[config.mk]
export PLATFORM = sky130hd
export DESIGN_NAME = rgb2hsv_div_prep
export DESIGN_NICKNAME = d
export VERILOG_FILES = /design/src/rtl/rgb2hsv_div_prep.sv
export SDC_FILE = /design/constraint.sdc
export NUM_CORES = 1
export LEC_CHECK = 0
export BUFFER_PORTS_ARGS = -buffer_cell sky130_fd_sc_hd__buf_2
export CORE_ASPECT_RATIO = 0.75
export CORE_UTILIZATION = 25
export CTS_CLUSTER_SIZE = 14
export DETAILED_ROUTE_END_ITERATION = 7
export GPL_TIMING_DRIVEN = 0
export PLACE_DENSITY = 0.39
export REMOVE_ABC_BUFFERS = 1
export SETUP_SLACK_MARGIN = 0.3
export SYNTH_ARGS = -nofsm -noshare
export SYNTH_HDL_FRONTEND = slang
export SYNTH_SLANG_ARGS = --single-unit
[constraint.sdc]
create_clock -name pixelclk -period 7.4 [get_ports pixelclk]
set_input_delay 0.37 -clock pixelclk [delete_from_list [all_inputs] [get_ports pixelclk]]
set_output_delay 0.37 -clock pixelclk [all_outputs]
set_load 0.01 [all_outputs]
[src/rtl/rgb2hsv_div_prep.sv]
// HSV front end: RGB888 pixels in, hue/saturation dividend-divisor pairs, sector base, sign, V and grey flag out.
// Fixed 3-cycle latency. One pixel per clock, no back-pressure; syncs are delay-matched to the data.
module rgb2hsv_div_prep #(
  parameter int DW = 8,
  parameter int N  = 24
) (
  input  logic          pixelclk,
  input  logic          rst_n,
  input  logic          i_hs,
  input  logic          i_vs,
  input  logic          i_de,
  input  logic [DW-1:0] i_r,
  input  logic [DW-1:0] i_g,
  input  logic [DW-1:0] i_b,
  output logic [N-1:0]  o_hue_dividend,
  output logic [N-1:0]  o_hue_divisor,
  output logic [N-1:0]  o_sat_dividend,
  output logic [N-1:0]  o_sat_divisor,
  output logic [8:0]    o_hue_base,
  output logic          o_hue_neg,
  output logic [DW-1:0] o_value,
  output logic          o_achrom,
  output logic          o_hsync,
  output logic          o_vsync,
  output logic          o_de
);

  localparam logic [N-1:0] HUE_K = N'(60);
  localparam logic [N-1:0] SAT_K = N'(255);

  // stage 1: input registers
  logic [DW-1:0] r1, g1, b1;
  logic          hs1, vs1, de1;

  always_ff @(posedge pixelclk or negedge rst_n) begin
    if (!rst_n) begin
      r1  <= '0;
      g1  <= '0;
      b1  <= '0;
      hs1 <= 1'b0;
      vs1 <= 1'b0;
      de1 <= 1'b0;
    end else begin
      r1  <= i_r;
      g1  <= i_g;
      b1  <= i_b;
      hs1 <= i_hs;
      vs1 <= i_vs;
      de1 <= i_de;
    end
  end

  // stage 2: max/min/sector; the diff operands are picked per sector so
  // |diff| and its sign come from one unsigned compare-and-subtract
  logic [DW-1:0] mx_c, mn_c, pa_c, pb_c, absd_c;
  logic [8:0]    base_c;
  logic          neg_c;

  always_comb begin
    mn_c = r1;
    if (g1 < mn_c) mn_c = g1;
    if (b1 < mn_c) mn_c = b1;
    if (r1 >= g1 && r1 >= b1) begin
      mx_c   = r1;
      pa_c   = g1;
      pb_c   = b1;
      base_c = 9'd0;
    end else if (g1 >= b1) begin
      mx_c   = g1;
      pa_c   = b1;
      pb_c   = r1;
      base_c = 9'd120;
    end else begin
      mx_c   = b1;
      pa_c   = r1;
      pb_c   = g1;
      base_c = 9'd240;
    end
    neg_c  = pa_c < pb_c;
    absd_c = neg_c ? (pb_c - pa_c) : (pa_c - pb_c);
  end

  logic [DW-1:0] absd2, mx2, mn2;
  logic [8:0]    base2;
  logic          neg2, hs2, vs2, de2;

  always_ff @(posedge pixelclk or negedge rst_n) begin
    if (!rst_n) begin
      absd2 <= '0;
      mx2   <= '0;
      mn2   <= '0;
      base2 <= '0;
      neg2  <= 1'b0;
      hs2   <= 1'b0;
      vs2   <= 1'b0;
      de2   <= 1'b0;
    end else begin
      absd2 <= absd_c;
      mx2   <= mx_c;
      mn2   <= mn_c;
      base2 <= base_c;
      neg2  <= neg_c;
      hs2   <= hs1;
      vs2   <= vs1;
      de2   <= de1;
    end
  end

  // stage 3: products and divide-by-zero guards, registered straight onto the outputs
  logic [DW-1:0] delta3;
  logic          grey3, dark3;

  always_comb begin
    delta3 = mx2 - mn2;
    grey3  = (delta3 == '0);
    dark3  = (mx2 == '0);
  end

  always_ff @(posedge pixelclk or negedge rst_n) begin
    if (!rst_n) begin
      o_hue_dividend <= '0;
      o_hue_divisor  <= '0;
      o_sat_dividend <= '0;
      o_sat_divisor  <= '0;
      o_hue_base     <= '0;
      o_hue_neg      <= 1'b0;
      o_value        <= '0;
      o_achrom       <= 1'b0;
      o_hsync        <= 1'b0;
      o_vsync        <= 1'b0;
      o_de           <= 1'b0;
    end else begin
      o_hsync <= hs2;
      o_vsync <= vs2;
      o_de    <= de2;
      if (!de2) begin
        o_hue_dividend <= '0;
        o_hue_divisor  <= '0;
        o_sat_dividend <= '0;
        o_sat_divisor  <= '0;
        o_hue_base     <= '0;
        o_hue_neg      <= 1'b0;
        o_value        <= '0;
        o_achrom       <= 1'b0;
      end else begin
        o_hue_dividend <= grey3 ? '0 : N'(absd2) * HUE_K;
        o_hue_divisor  <= grey3 ? N'(1) : N'(delta3);
        o_hue_neg      <= neg2 & ~grey3;
        o_sat_dividend <= dark3 ? '0 : N'(delta3) * SAT_K;
        o_sat_divisor  <= dark3 ? N'(1) : N'(mx2);
        o_hue_base     <= base2;
        o_value        <= mx2;
        o_achrom       <= grey3;
      end
    end
  end

endmodule

==> impl_metrics.py <==
metrics = {
    "global_routing": {
        "grt_pass1_wl_microns": 31400,
        "grt_max_degree": 81,
        "grt-ovfl-total": 0,
        "antenna_found_initial": 0,
        "grt_pass1_vias": 5538,
        "grtUsageTotal_pct": 11.9,
    },
    "placed_design": {
        "placedInstanceArea_sq_um": 9460,
        "gp_congestion": 0.777,
        "io_buffers": 90,
        "hpwl_microns": 15400,
    },
    "logic_synthesis": {
        "yosys.cell_count.top_type": "dfrtp_1",
        "ys_types": 57,
        "ys_warn_count": 0,
        "synthTopCellsByArea": "dfrtp_1, ha_1, fa_1",
        "synth_seq_area_share_pct": 34.0,
        "synth_common_cells": "dfrtp_1, ha_1, inv_1, buf_4, nor2_1",
        "synth_top_area_share_pct": 34.0,
        "synthFlopType": "dfrtp_1",
        "avgSynthCellArea_sq_um": 10.5,
        "synth_cells": 822,
        "synth_top_cell_by_area": "dfrtp_1",
        "synthArstFlopShare_pct": 100,
        "ys_ff_latch": 117,
        "synth_edf_count": 0,
        "netlist_area_sq_um": 8600,
    },
    "sta": {
        "fmax_ghz": 0.157,
        "tightest_slew_ns": 1.24,
        "rsz0062_at_grt": "false",
        "timing.final.crit_share_pct": 86.1,
        "slew_headroom_pct": 17.5,
        "finalHoldViolCount": 0,
        "layout_min_cycle_time_ns": 6.37,
        "final_max_slew_viol_count": 0,
        "clock_skew_ns": 0.00924,
        "hold_slack_ns": 0.0356,
        "setup_viol": 0,
    },
    "drt": {
        "vias_per_cell": 4.08,
        "route.detailed.drc": 0,
        "drt-initial-drc-count": 287,
        "antenna_left": 0,
        "routed_wl_microns": 19700,
        "wire_per_inst_microns": 14.3,
        "dr.pass1.iters": 4,
        "via_count": 5634,
    },
    "clock_network": {
        "cts_setup_buffers": 0,
        "path_clk_slew_ns": 0.06,
        "clkLatencyLatePin_ns": 0.44,
        "clock-sinks": 117,
        "root_buffer": "clkbuf_16",
        "cts_buffers": 17,
        "post_cts_resized": 0,
        "htreeDepth": 4,
        "tritoncts": "built",
        "clockBufferDepth": 2,
    },
    "floorplanning": {
        "io_pins": 147,
        "die_w_microns": 216,
        "core_sq_um": 33700,
        "rows": 58,
        "die_area_sq_um": 35200,
        "fp.dieH_microns": 163,
        "initial_core_util_pct": 25.6,
    },
    "flow_run": {
        "drv_cap": 0,
    },
    "final_layout": {
        "fillers": 3579,
        "drive_above_1_share_pct": 19.0,
        "final_util_pct": 29.9,
        "diodes": 0,
        "syn_to_final_growth_pct": 16.9,
        "design_area_sq_um": 10100,
        "fin_nets": 1092,
    },
    "setup_path": {
        "critical_path_required_ns": 7.69,
        "cp-end-kind": "register",
        "crit_type": "reg -> reg",
        "critPathLaunchType": "register",
        "cp_max_fo": 7,
        "cp.arrival_ns": 6.66,
    },
    "run_status": {
        "status": "finished clean",
    },
    "worst_hold_path": {
        "hp-class": "in -> reg",
    },
}
## cell type report
type | instances | area (sq um) | share of cell area, %
multi-input cells | 582 | 5020 | 49.9
flip-flops and latches | 117 | 2930 | 29.1
repair buffers | 95 | 577 | 5.73
well taps | 450 | 563 | 5.60
clock buffers | 17 | 425 | 4.23
inverters | 105 | 394 | 3.92
clock inverters | 15 | 156 | 1.55
## metrics by stage
step	instances	setup TNS (ns)	worst slack, ns
after floorplan	804	0	1.26
after global placement	1344	-2.57	-0.693
after detailed placement	1348	0	0.993
after CTS	1381	0	0.955
after global routing	1381	0	0.588
final	1381	0	1.03
## flip-flops by register name, indices dropped and copies added (netlist names), 3 cells and up
name	count
mn2	8
r1	8
o_sat_dividend	16
o_hue_dividend	12
base2	3
g1	8
mx2	8
absd2	8
b1	8
o_sat_divisor	8
o_hue_divisor	8
o_hue_base	3
o_value	7
## worst max-delay path: stages, from the launching register on
cell and delay, ns:
dfrtp_1 0.47, ha_1 0.32, nor2b_1 0.15, o31ai_2 0.37, a21boi_1 0.65, inv_1 0.21
fa_1 0.54, inv_1 0.07, ha_1 0.33, xor2_1 0.19, fa_1 0.54, inv_1 0.06
fa_1 0.52, inv_1 0.04, ha_1 0.23, or4_1 0.51, o22ai_1 0.25, nor3b_1 0.40
o31ai_1 0.14, xnor3_1 0.21, nor2_1 0.04
## routing by layer
| metal | track usage [%] | vias to the layer above | part of all wire, % |
|---|---|---|---|
| met1 | 18.9 | 2685 | 57 |
| li1 | - | 2835 | - |
| met5 | 0 | - | 0 |
| met3 | 3.36 | 11 | 4.0 |
| met4 | 3.17 | 0 | 0.94 |
| met2 | 15.0 | 103 | 38 |
## layout by cell type, fill, tap and decap left out, types with 4 or more instances in the layout
cell and count:
dfrtp_1 117, ha_1 109, inv_1 102, buf_2 89
nor2_1 56, conb_1 56, mux2i_1 42, a21oi_1 38
fa_1 36, mux2_2 35, o21ai_0 26, nand2_1 24
xnor2_1 22, and2_1 19, clkbuf_16 17, a21o_1 11
xor2_1 11, nor2b_1 10, o21a_1 9, nand2b_1 7
nor3_1 6, and3_1 5, clkinvlp_4 5, o211ai_1 4
a31oi_1 4, a211o_1 4, nor3b_1 4, buf_16 4
## kinds of logic after synthesis
kind of cell	Yosys count	share of synthesized area, %
buf+inv	178	10.5
simple gates	146	8.40
fa+ha+maj	145	24.2
compound gates	123	9.42
flops	117	34.0
mux	77	9.47
xor+xnor	35	3.94
other cells	1	0.0436
## worst paths after layout
kind	startpoint	endpoint	slack, ns	depth (start not counted)
worst min-delay path	i_g[0]	g1[0]$_DFF_PN0_	0.04	1
worst max register to register	mx2[1]$_DFF_PN0_	o_sat_dividend[15]$_DFF_PN0_	1.03	20
worst min register to register	hs1$_DFF_PN0_	hs2$_DFF_PN0_	0.35	0
max in group asynchronous	rst_n	o_hue_dividend[5]$_DFF_PN0_	6.26	3
worst max-delay path	mx2[1]$_DFF_PN0_	o_sat_dividend[15]$_DFF_PN0_	1.03	20
min in group asynchronous	rst_n	hs2$_DFF_PN0_	0.41	2
## timing repair
action / in CTS / in global routing
hold buffers: 1 / 0
hold endpoints to repair: 37 / 0
endpoints found under the setup margin: 0 / 0
Power is left out: the tool's default activity adds up to more than one toggle a clock period on the data nets, which glitch-free logic cannot reach.
